<file path="src/rtl/adder_arbiter_if.sv">
// adder_arbiter_if: request/result bundle for the shared adder.
// master drives operands/flush/res_ready; slave returns grants and result.
interface adder_arbiter_if #(
    parameter int N_REQ = 4,
    parameter int IP_W  = 16,
    parameter int OC_W  = 16,
    parameter int ID_W  = (N_REQ > 2) ? $clog2(N_REQ) : 1
);
    logic                   i_flush;
    logic [N_REQ-1:0]       i_req_valid;
    logic [N_REQ-1:0]       o_req_ready;
    logic [N_REQ*IP_W-1:0]  i_req_p;
    logic [N_REQ*OC_W-1:0]  i_req_c;
    logic                   o_res_valid;
    logic                   i_res_ready;
    logic [OC_W-1:0]        o_res_sum;
    logic [ID_W-1:0]        o_res_id;

    modport master (
        output i_flush, i_req_valid, i_req_p, i_req_c, i_res_ready,
        input  o_req_ready, o_res_valid, o_res_sum, o_res_id
    );

    modport slave (
        input  i_flush, i_req_valid, i_req_p, i_req_c, i_res_ready,
        output o_req_ready, o_res_valid, o_res_sum, o_res_id
    );
endinterface

</file>
<file path="src/rtl/adder_arbiter.sv">
// adder_arbiter: round-robin arbiter feeding one p+c adder, 1-entry result reg.
// Ports: i_clk, i_rstn (async low), bus (adder_arbiter_if.slave).
// Macro SAURIA_ADDER_ARB_TRUNC_EN enables A_APPROX LSB truncation.
module adder_arbiter #(
    parameter int N_REQ    = 4,
    parameter int A_APPROX = 0,
    parameter int IP_W     = 16,
    parameter int OC_W     = 16
) (
    input logic            i_clk,
    input logic            i_rstn,
    adder_arbiter_if.slave bus
);
    localparam int ID_W = (N_REQ > 2) ? $clog2(N_REQ) : 1;

`ifdef SAURIA_ADDER_ARB_TRUNC_EN
    localparam bit TRUNC_EN = 1'b1;
`else
    localparam bit TRUNC_EN = 1'b0;
`endif

    // Mask of LSBs forced before the add; zero gives the exact sum.
    localparam logic [OC_W-1:0] LSB_MASK =
        TRUNC_EN ? ((OC_W'(1) << A_APPROX) - OC_W'(1)) : '0;

    typedef enum logic {
        EMPTY = 1'b0,
        FULL  = 1'b1
    } state_t;

    state_t           state;
    logic [OC_W-1:0]  res_sum;
    logic [ID_W-1:0]  res_id;
    logic [ID_W-1:0]  last_grant;

    logic             adder_free;
    logic             grant_en;
    logic             found;
    logic [ID_W-1:0]  sel;
    logic [ID_W:0]    cand;
    logic [IP_W-1:0]  p_sel;
    logic [OC_W-1:0]  c_sel;
    logic [OC_W-1:0]  p_ext;
    logic [OC_W-1:0]  sum_next;

    assign adder_free = (state == EMPTY) || bus.i_res_ready;
    assign grant_en   = i_rstn && adder_free && !bus.i_flush && found;

    // Round-robin search beginning just after the last granted index.
    always_comb begin
        found = 1'b0;
        sel   = '0;
        cand  = '0;
        for (int i = 1; i <= N_REQ; i++) begin
            cand = {1'b0, last_grant} + (ID_W+1)'(i);
            if (cand >= (ID_W+1)'(N_REQ))
                cand = cand - (ID_W+1)'(N_REQ);
            if (!found && bus.i_req_valid[cand[ID_W-1:0]]) begin
                found = 1'b1;
                sel   = cand[ID_W-1:0];
            end
        end
    end

    always_comb begin
        bus.o_req_ready = '0;
        p_sel           = '0;
        c_sel           = '0;
        for (int k = 0; k < N_REQ; k++) begin
            if (sel == ID_W'(k)) begin
                bus.o_req_ready[k] = grant_en;
                p_sel = bus.i_req_p[k*IP_W +: IP_W];
                c_sel = bus.i_req_c[k*OC_W +: OC_W];
            end
        end
    end

    assign p_ext    = OC_W'($signed(p_sel));
    assign sum_next = (p_ext | LSB_MASK) + (c_sel & ~LSB_MASK);

    always_ff @(posedge i_clk or negedge i_rstn) begin
        if (!i_rstn) begin
            state      <= EMPTY;
            res_sum    <= '0;
            res_id     <= '0;
            last_grant <= ID_W'(N_REQ - 1);
        end else if (bus.i_flush) begin
            state <= EMPTY;
        end else if (grant_en) begin
            state      <= FULL;
            res_sum    <= sum_next;
            res_id     <= sel;
            last_grant <= sel;
        end else if (state == FULL && bus.i_res_ready) begin
            state <= EMPTY;
        end
    end

    assign bus.o_res_valid = (state == FULL);
    assign bus.o_res_sum   = res_sum;
    assign bus.o_res_id    = res_id;
endmodule

</file>
<file path="src/flat_wrapper.sv">
// flat-port wrapper written by rule: the top's interface ports become plain ports
module adder_arbiter_flat 
#(
    parameter int N_REQ    = 4,
    parameter int A_APPROX = 0,
    parameter int IP_W     = 16,
    parameter int OC_W     = 16
)
  (i_clk, i_rstn, bus_i_flush, bus_i_req_valid, bus_i_req_p, bus_i_req_c, bus_i_res_ready, bus_o_req_ready, bus_o_res_valid, bus_o_res_sum, bus_o_res_id);
  adder_arbiter_if #(.N_REQ(N_REQ), .IP_W(IP_W), .OC_W(OC_W)) bus_i ();
  input logic i_clk;
  input logic i_rstn;
  input wire logic [$bits(bus_i.i_flush)-1:0] bus_i_flush;
  input wire logic [$bits(bus_i.i_req_valid)-1:0] bus_i_req_valid;
  input wire logic [$bits(bus_i.i_req_p)-1:0] bus_i_req_p;
  input wire logic [$bits(bus_i.i_req_c)-1:0] bus_i_req_c;
  input wire logic [$bits(bus_i.i_res_ready)-1:0] bus_i_res_ready;
  output wire logic [$bits(bus_i.o_req_ready)-1:0] bus_o_req_ready;
  output wire logic [$bits(bus_i.o_res_valid)-1:0] bus_o_res_valid;
  output wire logic [$bits(bus_i.o_res_sum)-1:0] bus_o_res_sum;
  output wire logic [$bits(bus_i.o_res_id)-1:0] bus_o_res_id;
  assign bus_i.i_flush = bus_i_flush;
  assign bus_i.i_req_valid = bus_i_req_valid;
  assign bus_i.i_req_p = bus_i_req_p;
  assign bus_i.i_req_c = bus_i_req_c;
  assign bus_i.i_res_ready = bus_i_res_ready;
  assign bus_o_req_ready = bus_i.o_req_ready;
  assign bus_o_res_valid = bus_i.o_res_valid;
  assign bus_o_res_sum = bus_i.o_res_sum;
  assign bus_o_res_id = bus_i.o_res_id;
  adder_arbiter #(.N_REQ(N_REQ), .A_APPROX(A_APPROX), .IP_W(IP_W), .OC_W(OC_W)) u_core (.i_clk(i_clk), .i_rstn(i_rstn), .bus(bus_i));
endmodule
</file>
<file path="config.mk">
export PLATFORM = sky130hd
export DESIGN_NAME = adder_arbiter_flat
export DESIGN_NICKNAME = d
export VERILOG_FILES = /design/src/rtl/adder_arbiter_if.sv /design/src/rtl/adder_arbiter.sv /design/src/flat_wrapper.sv
export SDC_FILE = /design/constraint.sdc
export NUM_CORES = 1
export LEC_CHECK = 0
export CORE_UTILIZATION = 41
export CTS_CLUSTER_SIZE = 20
export DETAILED_ROUTE_END_ITERATION = 8
export MAX_ROUTING_LAYER = met4
export PLACE_DENSITY = 0.88
export SLEW_MARGIN = 10
export SYNTH_ARGS = -nofsm -noshare
export SYNTH_HDL_FRONTEND = slang
export SYNTH_SLANG_ARGS = --single-unit
</file>
<file path="constraint.sdc">
create_clock -name i_clk -period 9 [get_ports i_clk]
set_input_delay 1.8 -clock i_clk [delete_from_list [all_inputs] [get_ports i_clk]]
set_output_delay 1.8 -clock i_clk [all_outputs]
set_load 0.03 [all_outputs]
</file>
# [Yosys cells after proc, flatten, opt, wreduce, memory -nomap -nowiden]
# Index checks and enable logic that the tools add are counted.
[classes] add_sub_neg=9 n_reduce_logical=15 magnitude_cmp=8 mux=35 bitwise_logic=2 eq_ne=3
[ops] cell="16-bit two-way mux" n=8
[ops] cell="16-bit adder" n=1
[ops] cell="2-bit two-way mux" n=8
[ops] cell="1-bit two-way mux" n=15
[ops] cell="3-bit greater-or-equal comparator (second input constant)" n=4
[ops] cell="2-bit by 3-bit < comparator with 1-bit output (second input constant)" n=4
[ops] cell="1-bit binary-select mux with 2-bit select" n=4
[ops] cell="2-bit by 1-bit subtractor with 2-bit output (second input constant)" n=4
[ops] cell="1-bit logical AND" n=7
[ops] cell="2-bit by 2-bit adder with 3-bit output (second input constant)" n=2
[ops] cell="2-bit == test (second input constant)" n=2
[ops] cell="1-bit zero test" n=4
[ops] cell="2-bit by 1-bit adder with 3-bit output (second input constant)" n=1
[ops] cell="2-bit by 3-bit adder with 3-bit output (second input constant)" n=1
[ops] cell="3-bit nonzero test" n=1
[ops] cell="2-bit by 1-bit == test with 1-bit output (second input constant)" n=1
[ops] cell="2-bit zero test" n=1
[ops] cell="1-bit NOT" n=2
[ops] cell="2-bit AND reduction" n=1
[ops] cell="1-bit logical OR" n=1
[word_totals] wordCells=76 inputBits=136 out_inout_bits=23 reg_bits=21

# [Logic depth before layout (Yosys ltp)]
# Gate-level depths: netlist of run 1.
[depth] ltp_word=21 depth_mapped=17 ltp_nobuf=15

# [Worst setup path before layout of run 1]
# OpenSTA, ideal clock, no wires.
[synth_path] kind="input to register" start="input bus_i_req_valid[0]" end="register u_core.res_sum[14], in the netlist u_core.bus.o_res_sum[14]" cell_stages=17 n_path_buf=2 path_slack_ns=3.764 setup_time_ns=0.069 t_required_ns=8.931 t_arrival_ns=5.167 cell_sequence="o21ai_0 -> a21boi_1 -> or3_1 -> clkbuf_1 -> buf_2 -> nand2_1 -> and3_1 -> a31oi_1 -> ha_1 -> fa_1 -> a21o_1 -> a21o_1 -> a2111oi_4 -> o211a_1 -> nor2_1 -> or4_1 -> nand3_1"
[synth_via] elab_chain_cells=18 word_cells_on_any_way=37 cone_classes="1 x add/sub; 3 x eq/ne; 24 x mux; 9 x reduce/logical"
[synth_rtl] item="start, declared" line_no="flat_wrapper.sv:14" rtl="input wire logic [$bits(bus_i.i_req_valid)-1:0] bus_i_req_valid;"
[synth_rtl] item="1-bit binary-select mux with 2-bit select" line_no="adder_arbiter.sv:58" rtl="if (!found && bus.i_req_valid[cand[ID_W-1:0]]) begin"
[synth_rtl] item="1-bit two-way mux (not written as such)" line_no="adder_arbiter.sv:58"
[synth_rtl] item="1-bit two-way mux" line_no="adder_arbiter.sv:58"
[synth_rtl] item="1-bit zero test" line_no="adder_arbiter.sv:58"
[synth_rtl] item="1-bit logical AND" line_no="adder_arbiter.sv:58"
[synth_rtl] item="1-bit two-way mux" line_no="adder_arbiter.sv:58"
[synth_rtl] item="1-bit zero test" line_no="adder_arbiter.sv:58"
[synth_rtl] item="1-bit logical AND" line_no="adder_arbiter.sv:58"
[synth_rtl] item="1-bit two-way mux" line_no="adder_arbiter.sv:58"
[synth_rtl] item="1-bit zero test" line_no="adder_arbiter.sv:58"
[synth_rtl] item="1-bit logical AND" line_no="adder_arbiter.sv:58"
[synth_rtl] item="2-bit two-way mux" line_no="adder_arbiter.sv:58"
[synth_rtl] item="2-bit zero test" line_no="adder_arbiter.sv:70" rtl="if (sel == ID_W'(k)) begin"
[synth_rtl] item="16-bit two-way mux (4 in series)" line_no="adder_arbiter.sv:70"
[synth_rtl] item="16-bit adder" line_no="adder_arbiter.sv:79" rtl="assign sum_next = (p_ext | LSB_MASK) + (c_sel & ~LSB_MASK);"
[synth_rtl] item="end signal, assigned" line_no="adder_arbiter.sv:91" rtl="res_sum <= sum_next;"
[synth_rtl] item="end, declared" line_no="adder_arbiter.sv:32" rtl="logic [OC_W-1:0] res_sum;"
# Parallel ways exist; a longest one is shown, timed or not. The select of a mux whose other input is x is not followed.
# A chain may end at the register's enable or synchronous reset.

# [Worst setup path in the final report of run 1]
[layout_path] start="input bus_i_req_valid[0]" end="output bus_o_req_ready[3]"
[layout_via] elab_chain_cells=14 word_cells_on_any_way=25 cone_classes="1 x eq/ne; 17 x mux; 7 x reduce/logical"
[layout_rtl] item="1-bit binary-select mux with 2-bit select" line_no="adder_arbiter.sv:58"
[layout_rtl] item="1-bit two-way mux (not written as such)" line_no="adder_arbiter.sv:58"
[layout_rtl] item="1-bit two-way mux" line_no="adder_arbiter.sv:58"
[layout_rtl] item="1-bit zero test" line_no="adder_arbiter.sv:58"
[layout_rtl] item="1-bit logical AND" line_no="adder_arbiter.sv:58"
[layout_rtl] item="1-bit two-way mux" line_no="adder_arbiter.sv:58"
[layout_rtl] item="1-bit zero test" line_no="adder_arbiter.sv:58"
[layout_rtl] item="1-bit logical AND" line_no="adder_arbiter.sv:58"
[layout_rtl] item="1-bit two-way mux" line_no="adder_arbiter.sv:58"
[layout_rtl] item="1-bit zero test" line_no="adder_arbiter.sv:58"
[layout_rtl] item="1-bit logical AND" line_no="adder_arbiter.sv:58"
[layout_rtl] item="2-bit two-way mux or 1-bit two-way mux (tied branches)" line_no="adder_arbiter.sv:58"
[layout_rtl] item="2-bit == test or 1-bit logical AND (tied branches)" line_no="adder_arbiter.sv:70, adder_arbiter.sv:47"
[layout_rtl] item="1-bit two-way mux (*)" line_no="adder_arbiter.sv:70"
[layout_rtl] item="end, declared" line_no="flat_wrapper.sv:18" rtl="output wire logic [$bits(bus_i.o_req_ready)-1:0] bus_o_req_ready;"
# Every way passes the cells marked *; elsewhere a longest branch is shown, timed or not. The select of a mux whose other input is x is not followed.

==> run summary, run 1 <==
largest area contributor in the netlist: nand2_1
Mapped Cells: 389
post-synthesis sequential area ratio: 20.51%
crit path time final: 6.685 ns
first-pass GRT wire length: 13.74 mm
number of synthesized flops with an enable pin: 0
RSZ-0062 raised after global routing: false
post-DR wirelength/cell: 14.62 um
kind of critical path: in2out
IO Pins: 159
Comb power frac: 79.2%
Top FF cell, synth: dfrtp_1
start point of the critical path: bus_i_req_valid[0]
CP endpoint kind: output pin
Req. time, crit path: 7.20 ns
clk_skew: 0.005485 ns
FF-to-FF Start: u_core.last_grant[0]$_DFFE_PN1P_
clk sink count: 21
min-delay worst type: reg2reg
DR iter-0 viols: 178
setup TNS: 0 ns
Vias: 3374
FF-to-FF path depth: 15
end point of the critical path: bus_o_req_ready[3]
starting density of the core: 42.98%
Clock Tree Root: clkbuf_8
Cell Area, Synth: 2575 um2
crit share post-route: 74.27%
synthesized flop and latch total: 21
Ys Warns: 0
vias in the first global route: 3089
n_diodes: 0
Die Area: 6602 um2
P_leak: 1.851 nW
final hold violations: 0
DP HPWL: 7.234 mm
largest net degree at the start of global routing: 62
Worst slew margin: 20.02%
CTS HTree Levels: 1
synth cell count leaders: 146 x nand2_1, 31 x a31oi_1, 30 x and3_1, 24 x o21ai_0
critical path data arrival time: 4.88 ns
worst-margin pin slew: 1.196 ns
routed vias/inst: 5.568
clock slew seen by the registers of the worst setup and hold paths: 0.07 ns
Die Width: 81.25 um
highest net fanout along the worst path: 34
Post-CTS Setup Inserts: 0
syn avg cell area: 6.619 um2
worst setup margin: 2.315 ns
number of routed nets with antenna violations: 0
Min Hold Slack: 0.4822 ns
drt total wl: 8.862 mm
final setup violation count: 0
R2R Setup Slk: 4.20 ns
Max VDD drop: 0.0002027 V
internal power: 0.0005326 W
Net Sw Frac: 49.87%
number of hold buffers added after cts: 0
total count of max-transition violations in the final report: 0
clock network power share: 5.7%
DR DRC count: 0
library cells used by synthesis: 46
ranking of synthesized cells by area: nand2_1 21%, dfrtp_1 18%, a31oi_1 7.5%, and3_1 7.3%, ha_1 7.3%
share of cells above drive strength 1: 2.825%
worst skew pair latency: 0.26 ns
Worst setup SP type: primary input
initial antenna violation count: 0
placed inst area: 4189 um2
Die Span Y: 81.25 um
most frequent cell after synthesis: nand2_1
TritonCTS clock tree: built
Power Density: 250.8 nW/um2
cts repair resizes: 0
Port Buf Inserts: 158
net switching power: 0.0005298 W
worst slack, placed: 2.363 ns
Synth top area share: 21.28%
reg2reg end: u_core.bus.o_res_sum[14]$_DFFE_PN0P_
core area: 5991 um2
outcome: finished, final reports clean
Total Nets Final: 684
GRT Total Usage: 27.42%
Net Count, Synth: 541
Clock Path Buffers: 2
Seq pwr share: 15.1%
cell row count: 28
total CTS buffers: 3
total gr overflow: 0
Placer Congestion: 0.9395
Peak Freq: 0.1496 GHz
max-capacitance violation count: 0
post-route cell area: 4235 um2
Area Growth Syn to Fin: 64.48%
ys async rst share: 100.0%
Pre-Repair DR Iteration Count: 4
==> critical path, cell delays in order <==
cell and delay, ns:
clkdlybuf4s50_1 0.49, o21ai_0 0.20, a21boi_1 0.16, nor3_4 1.00, nand2_1 0.33, nor2_1 0.19
clkdlybuf4s50_1 0.71
==> per-layer routing <==
layer	vias up	share of wire, %	GRT usage (%)
met1	1552	43	33.69
met2	151	49	47.56
met4	0	2.4	9.286
met3	19	5.7	1.461
met5	-	0	-
li1	1652	-	-
==> per-stage QoR <==
step / utilization (%) / cells / total power, W
2_1_floorplan: - / 389 / 0.0007210
3_3_place_gp: 69.92 / 602 / 0.0009632
3_5_place_dp: 69.92 / 602 / 0.0009911
4_1_cts: 70.70 / 606 / 0.001056
5_1_grt: 70.70 / 606 / 0.001149
6_report: 70.70 / 606 / 0.001062
==> flip-flops by register name, summed over array words and instances (netlist names) <==
register and flops:
u_core.bus.o_res_valid 1, u_core.bus.o_res_id 2, u_core.last_grant 2, u_core.bus.o_res_sum 16
==> power groups by stage <==
stage | Combinational (W) | Sequential (W) | Clock [W]
2_1_floorplan | 0.000488 | 0.000233 | 0
3_3_place_gp | 0.000803 | 0.000160 | 0
3_5_place_dp | 0.000828 | 0.000163 | 0
4_1_cts | 0.000833 | 0.000161 | 0.0000623
5_1_grt | 0.000918 | 0.000165 | 0.0000661
6_report | 0.000841 | 0.000160 | 0.0000605
==> cells in the final DEF (no fill, tap or decap), drive strengths merged, types with 4 or more instances in the layout <==
cell type,synthesis,final
a21oi,11,11
xor2,5,5
and3,30,30
o21ai,26,26
ha,15,15
clkdlybuf4s50,0,158
a21o,7,7
nand2b,5,5
xnor2,6,6
a31oi,31,31
nor2,14,14
nand2,146,146
a211oi,4,4
dfrtp,19,19
==> worst min-delay path by stage <==
| stage | startpoint | depth (start not counted) | slack [ns] | to |
|---|---|---|---|---|
| floorplan | u_core.last_grant[1]$_DFFE_PN1P_ | 2 | 0.47 | u_core.last_grant[1]$_DFFE_PN1P_ |
| global placement | u_core.bus.o_res_sum[0]$_DFFE_PN0P_ | 2 | 0.46 | u_core.bus.o_res_sum[0]$_DFFE_PN0P_ |
| detailed placement | u_core.bus.o_res_id[1]$_DFFE_PN0P_ | 2 | 0.47 | u_core.bus.o_res_id[1]$_DFFE_PN0P_ |
| CTS | u_core.bus.o_res_id[1]$_DFFE_PN0P_ | 2 | 0.49 | u_core.bus.o_res_id[1]$_DFFE_PN0P_ |
| global route | u_core.bus.o_res_id[1]$_DFFE_PN0P_ | 2 | 0.50 | u_core.bus.o_res_id[1]$_DFFE_PN0P_ |
| finish | u_core.bus.o_res_id[1]$_DFFE_PN0P_ | 2 | 0.48 | u_core.bus.o_res_id[1]$_DFFE_PN0P_ |
==> final cells by class <==
| type | instances | area [um2] |
|---|---|---|
| clock buffers | 3 | 41.29 |
| clock inverters | 1 | 5.005 |
| fillers | 517 | 1755 |
| inverters | 3 | 11.26 |
| multi-input cells | 342 | 1952 |
| flip-flops and latches | 21 | 528.0 |
| well taps | 75 | 93.84 |
| repair buffers | 161 | 1604 |
==> cell families after synthesis <==
kind of cell	count (synthesis)	synth area share, %
and+or+nand+nor	213	36.88
AOI/OAI and AO/OA	100	25.41
buffers and inverters	26	3.985
DFF	21	20.51
adders and majority gates	16	8.066
xor gates and xnor gates	11	3.741
muxes	2	1.409
No activity file was read; power rests on OpenSTA's default activity.
==> run 2: changes to the inputs <==
Settings changed: CORE_UTILIZATION 41 to 34, PLACE_DENSITY 0.88 to 0.78.
Clock period 9 ns to 5.8 ns, I/O delays scaled along.
==> run summary, run 2 (synthesis gave the netlist of run 1 again) <==
Min Hold Slack: 0.4764 ns (was 0.4822 ns)
max reg flops: 16 (unchanged)
starting density of the core: 35.31% (was 42.98%)
Area Growth Syn to Fin: 67.59% (was 64.48%)
Req. time, crit path: 5.99 ns (was 7.20 ns)
Die Area: 7925 um2 (was 6602 um2)
DR DRC count: 0 (unchanged)
most frequent cell on the critical path: a21o_1 (was clkdlybuf4s50_1)
outcome: finished, final reports clean (unchanged)
GRT Total Usage: 23.87% (was 27.42%)
max-capacitance violation count: 0 (unchanged)
vias in the first global route: 3109 (was 3089)
worst skew pair latency: 0.25 ns (was 0.26 ns)
most common cell after layout, fill and taps aside: clkdlybuf4s50_1 (unchanged)
worst setup margin: 0.5044 ns (was 2.315 ns)
Peak Freq: 0.1888 GHz
kind of critical path: in2reg (was in2out)
drt total wl: 9.172 mm (was 8.862 mm)
number of routed nets with antenna violations: 0 (unchanged)
initial antenna violation count: 0 (unchanged)
min-delay worst type: reg2reg (unchanged)
Pre-Repair DR Iteration Count: 5 (was 4)
clk sink count: 21 (unchanged)
Total Nets Final: 689 (was 684)
Post-CTS Setup Inserts: 0 (unchanged)
IO Pins: 159 (unchanged)
Vias: 3356 (was 3374)
Port Buf Inserts: 158 (unchanged)
Placer Congestion: 0.9304 (was 0.9395)
worst-margin pin slew: 0.6195 ns (was 1.196 ns)
largest net degree at the start of global routing: 44 (was 62)
R2R Setup Slk: 1.38 ns (was 4.20 ns)
total gr overflow: 0 (unchanged)
RSZ-0062 raised after global routing: false (unchanged)
cell row count: 31 (was 28)
total count of max-transition violations in the final report: 0 (unchanged)
DP HPWL: 7.691 mm (was 7.234 mm)
share of cells above drive strength 1: 3.731% (was 2.825%)
first-pass GRT wire length: 14.32 mm (was 13.74 mm)
commonest cells after routing, fill and taps aside: 158 x clkdlybuf4s50_1, 146 x nand2_1, 31 x a31oi_1 (unchanged)
Clock Path Buffers: 2 (unchanged)
Worst slew margin: 58.57% (was 20.02%)
crit path time final: 5.296 ns
clock slew seen by the registers of the worst setup and hold paths: 0.08 ns (was 0.07 ns)
cts repair resizes: 0 (unchanged)
final core utilization: 59.18% (was 70.70%)
number of hold buffers added after cts: 0 (unchanged)
n_diodes: 0 (unchanged)
final hold violations: 0 (unchanged)
CP endpoint kind: register (was output pin)
crit share post-route: 91.30%
worst slack, placed: 0.2751 ns (was 2.363 ns)
Die Width: 89.03 um (was 81.25 um)
TritonCTS clock tree: built (unchanged)
post-DR wirelength/cell: 14.44 um (was 14.62 um)
highest net fanout along the worst path: 43 (was 34)
CP top delay family: simple AND/OR/NAND/NOR gates (unchanged)
routed vias/inst: 5.285 (was 5.568)
critical path's slowest cell: or3_2 (was nor3_4)
crit path buf inv count: 2 (unchanged)
final setup violation count: 0 (unchanged)
CTS HTree Levels: 1 (unchanged)
DR iter-0 viols: 241 (was 178)
crit path cell chain: clkdlybuf4s50_1 -> o21ai_0 -> a21boi_1 -> or3_2 -> buf_12 -> nand2_1 -> and3_1 -> a31oi_1 -> fa_1 -> a21o_1 -> a21o_1 -> a2111oi_4 -> o211a_1 -> nor2_1 -> or4_1 -> nand3_1 (was clkdlybuf4s50_1 -> o21ai_0 -> a21boi_1 -> nor3_4 -> nand2_1 -> nor2_1 -> clkdlybuf4s50_1)
Power Density: 380.2 nW/um2 (was 250.8 nW/um2)
core area: 7292 um2 (was 5991 um2)
Worst setup SP type: primary input (unchanged)
clk_skew: 0.003789 ns (was 0.005485 ns)
total CTS buffers: 3 (unchanged)
P_leak: 1.880 nW (was 1.851 nW)
critical path data arrival time: 5.49 ns (was 4.88 ns)
Die Span Y: 89.03 um (was 81.25 um)
setup TNS: 0 ns (unchanged)
Crit path largest cell delay: 0.71 ns (was 1.00 ns)
Max VDD drop: 0.0001475 V (was 0.0002027 V)
Clock Tree Root: clkbuf_8 (unchanged)
==> run 2: area by class of cell <==
type / count / area (um2)
Multi-Input combinational cell: 342 / 1952
Tap cell: 99 / 123.9
Timing Repair Buffer: 166 / 1654
Clock buffer: 3 / 41.29
Fill cell: 697 / 2977
Inverter: 3 / 11.26
Clock inverter: 1 / 5.005
Sequential cell: 21 / 528.0
==> run 2: final timing paths <==
kind,start,cells past startpoint,endpoint
min,u_core.bus.o_res_sum[0]$_DFFE_PN0P_,2,u_core.bus.o_res_sum[0]$_DFFE_PN0P_
min in group asynchronous,i_rstn,1,u_core.bus.o_res_sum[1]$_DFFE_PN0P_
max reg2reg,u_core.last_grant[0]$_DFFE_PN1P_,15,u_core.bus.o_res_sum[14]$_DFFE_PN0P_
max,bus_i_req_valid[0],16,u_core.bus.o_res_sum[14]$_DFFE_PN0P_
max in group asynchronous,i_rstn,2,u_core.bus.o_res_sum[9]$_DFFE_PN0P_
min reg2reg,u_core.bus.o_res_sum[0]$_DFFE_PN0P_,2,u_core.bus.o_res_sum[0]$_DFFE_PN0P_
==> run 2: worst min-delay path, delay by kind of cell, from the launching register on <==
kind	cells	cell delay, ns
and+or+nand+nor	2	0.10
DFF	1	0.34
==> run 2: power breakdown <==
part / total [W] / switching (W) / internal, W
registers: 0.000248 / 0.0000366 / 0.000211
clock network: 0.0000933 / 0.0000456 / 0.0000477
logic: 0.00130 / 0.000721 / 0.000579
==> run 2: per-stage QoR <==
stage,instance area [um2],power [W],cells
4_1_cts,4315,0.001637,635
3_5_place_dp,4269,0.001540,631
3_3_place_gp,4269,0.001525,631
6_report,4315,0.001641,635
5_1_grt,4315,0.001789,635
2_1_floorplan,2575,0.001119,389
==> run 2: layer usage <==
layer	global-route usage, %	up-vias	routed length (um)
met5	-	-	0
met4	7.215	0	174
met3	2.955	10	574
met2	39.65	137	4403
met1	30.39	1541	4020
li1	-	1668	-
==> run 3: changes to the inputs <==
Settings changed: SETUP_SLACK_MARGIN set to 0.5.
==> run summary, run 3 (synthesis gave the netlist of run 1 again) <==
Peak Freq: 0.1981 GHz (was 0.1888 GHz)
Crit path largest cell delay: 0.57 ns (was 0.71 ns)
FF-to-FF Start: u_core.last_grant[0]$_DFFE_PN1P_ (unchanged)
initial antenna violation count: 0 (unchanged)
Max VDD drop: 0.0001468 V (was 0.0001475 V)
WL met3: 643 um (was 574 um)
most common cell after layout, fill and taps aside: clkdlybuf4s50_1 (unchanged)
TritonCTS clock tree: built (unchanged)
CTS HTree Levels: 1 (unchanged)
register area: 528.0 um2 (unchanged)
Worst slew margin: 58.37% (was 58.57%)
Area Growth Syn to Fin: 68.03% (was 67.59%)
Post-CTS Setup Inserts: 0 (unchanged)
Port Buf Inserts: 158 (unchanged)
first-pass GRT wire length: 14.32 mm (unchanged)
final hold violations: 0 (unchanged)
Clock Tree Root: clkbuf_8 (unchanged)
vias in the first global route: 3109 (unchanged)
worst skew pair latency: 0.25 ns (about the same)
clock slew seen by the registers of the worst setup and hold paths: 0.07 ns (was 0.08 ns)
Final Power: 0.001644 W (was 0.001641 W)
crit path time final: 5.047 ns (was 5.296 ns)
multi-input gate area in the final layout: 1963 um2 (was 1952 um2)
max reg flops: 16 (unchanged)
net switching power: 0.0008035 W (was 0.0008030 W)
clk sink count: 21 (unchanged)
critical path's slowest cell: clkdlybuf4s50_1 (was or3_2)
crit path cell chain: clkdlybuf4s50_1 -> nand2b_1 -> a21boi_2 -> or3_4 -> buf_12 -> nand2_1 -> and3_1 -> a31oi_1 -> fa_1 -> a21o_1 -> a21o_1 -> a2111oi_4 -> o211a_1 -> nor2_1 -> or4_1 -> nand3_1 (was clkdlybuf4s50_1 -> o21ai_0 -> a21boi_1 -> or3_2 -> buf_12 -> nand2_1 -> and3_1 -> a31oi_1 -> fa_1 -> a21o_1 -> a21o_1 -> a2111oi_4 -> o211a_1 -> nor2_1 -> or4_1 -> nand3_1)
Die Width: 89.03 um (unchanged)
final setup violation count: 0 (unchanged)
total CTS buffers: 3 (unchanged)
Power Density: 379.9 nW/um2 (was 380.2 nW/um2)
critical path data arrival time: 5.24 ns (was 5.49 ns)
total gr overflow: 0 (unchanged)
RSZ-0062 raised after global routing: false (unchanged)
DP HPWL: 7.691 mm (unchanged)
reg2reg end: u_core.bus.o_res_sum[14]$_DFFE_PN0P_ (unchanged)
cts repair resizes: 0 (unchanged)
largest net degree at the start of global routing: 44 (unchanged)
total count of max-transition violations in the final report: 0 (unchanged)
kind of critical path: in2reg (unchanged)
hold depth: 2 (unchanged)
min-delay worst type: reg2reg (unchanged)
met1 WL: 3.924 mm (was 4.020 mm)
max-capacitance violation count: 0 (unchanged)
P_leak: 1.880 nW (about the same)
CP top delay family: simple AND/OR/NAND/NOR gates (unchanged)
DR DRC count: 0 (unchanged)
CP endpoint kind: register (unchanged)
Clock Path Buffers: 2 (unchanged)
routed vias/inst: 5.317 (was 5.285)
Vias: 3376 (was 3356)
final core utilization: 59.33% (was 59.18%)
drt total wl: 9.224 mm (was 9.172 mm)
commonest cells after routing, fill and taps aside: 158 x clkdlybuf4s50_1, 146 x nand2_1, 31 x a31oi_1 (unchanged)
cell row count: 31 (unchanged)
Die Area: 7925 um2 (unchanged)
FF-to-FF path depth: 15 (unchanged)
Seq pwr share: 15.1% (about the same)
start point of the critical path: bus_i_req_valid[3] (was bus_i_req_valid[0])
met2 routed WL: 4.477 mm (was 4.403 mm)
Placer Congestion: 0.9304 (unchanged)
IO Pins: 159 (unchanged)
GRT Total Usage: 23.87% (unchanged)
n_diodes: 0 (unchanged)
clk_skew: 0.002516 ns (was 0.003789 ns)
post-DR wirelength/cell: 14.53 um (was 14.44 um)
clock network power share: 5.6% (was 5.7%)
number of hold buffers added after cts: 0 (unchanged)
Comb power frac: 79.3% (was 79.2%)
Worst setup SP type: primary input (unchanged)
crit share post-route: 87.02% (was 91.30%)
highest routed metal layer: met4 (unchanged)
Die Span Y: 89.03 um (unchanged)
Req. time, crit path: 5.99 ns (about the same)
Pre-Repair DR Iteration Count: 5 (unchanged)
Hold Startpoint: u_core.bus.o_res_sum[0]$_DFFE_PN0P_ (unchanged)
DR iter-0 viols: 275 (was 241)
share of cells above drive strength 1: 4.104% (was 3.731%)
highest net fanout along the worst path: 43 (unchanged)
worst-margin pin slew: 0.6224 ns (was 0.6195 ns)
starting density of the core: 35.31% (unchanged)
number of routed nets with antenna violations: 0 (unchanged)
most frequent cell on the critical path: a21o_1 (unchanged)
Fillers: 699 (was 697)
R2R Setup Slk: 1.60 ns (was 1.38 ns)
Total Nets Final: 689 (unchanged)
internal power: 0.0008403 W (was 0.0008379 W)
Min-Delay Endpoint: u_core.bus.o_res_sum[0]$_DFFE_PN0P_ (unchanged)
core area: 7292 um2 (unchanged)
crit path buf inv count: 2 (unchanged)
outcome: finished, final reports clean (unchanged)
setup TNS: 0 ns (unchanged)
Net Sw Frac: 48.88% (was 48.94%)
## run 3: cell count changes in the layout (fill, tap and decap cells not counted)
cell      delta
o21ai_0      -1
or3_2        -1
a21boi_1     -1
o21ai_1      +1
or3_4        +1
a21oi_1      -1
a21oi_2      +1
a21boi_2     +1
## run 3: final cells by class
type                    count  share of cell area (%)
inverters                   3                  0.2603
clock inverters             1                  0.1157
well taps                  99                   2.863
flip-flops and latches     21                   12.20
clock buffers               3                  0.9543
multi-input cells         342                   45.37
repair buffers            166                   38.23
## run 3: worst reg2reg max path, delay by kind of cell, from the launching register on
family	cells	cell delay (ns)
compound gates	6	1.27
fa+ha+maj	1	0.50
buf+inv	1	0.23
flops	1	0.60
simple gates	7	1.55
## run 3: power by group through the flow
stage	clock (W)	combinational [W]	sequential, W
after global routing	0.0000997	0.00144	0.000257
final	0.0000927	0.00130	0.000248
after detailed placement	0	0.00129	0.000252
after CTS	0.0000946	0.00129	0.000249
after global placement	0	0.00127	0.000250
after floorplan	0	0.000757	0.000361
## run 3: metrics by stage
step / hold slack [ns] / cell area (um2) / setup WS [ns] / cells
floorplan: 0.4708 / 2575 / 1.204 / 389
global route: 0.5113 / 4327 / 0.4920 / 635
CTS: 0.4806 / 4315 / 0.5303 / 635
global placement: 0.4599 / 4269 / 0.3842 / 631
detailed placement: 0.4621 / 4269 / 0.2751 / 631
finish: 0.4740 / 4327 / 0.7529 / 635
## run 3: worst max path at each step
stage / end / depth (start not counted)
6_report: u_core.bus.o_res_sum[14]$_DFFE_PN0P_ / 16
5_1_grt: u_core.bus.o_res_sum[14]$_DFFE_PN0P_ / 17
4_1_cts: u_core.bus.o_res_sum[14]$_DFFE_PN0P_ / 16
3_5_place_dp: u_core.bus.o_res_sum[14]$_DFFE_PN0P_ / 16
3_3_place_gp: u_core.bus.o_res_sum[14]$_DFFE_PN0P_ / 16
2_1_floorplan: u_core.bus.o_res_sum[14]$_DFFE_PN0P_ / 17
## run 3: routing by layer
metal / vias to the layer above / GRT usage (%)
met5: - / -
met4: 0 / 7.215
met3: 12 / 2.955
met2: 152 / 39.65
met1: 1550 / 30.39
li1: 1662 / -
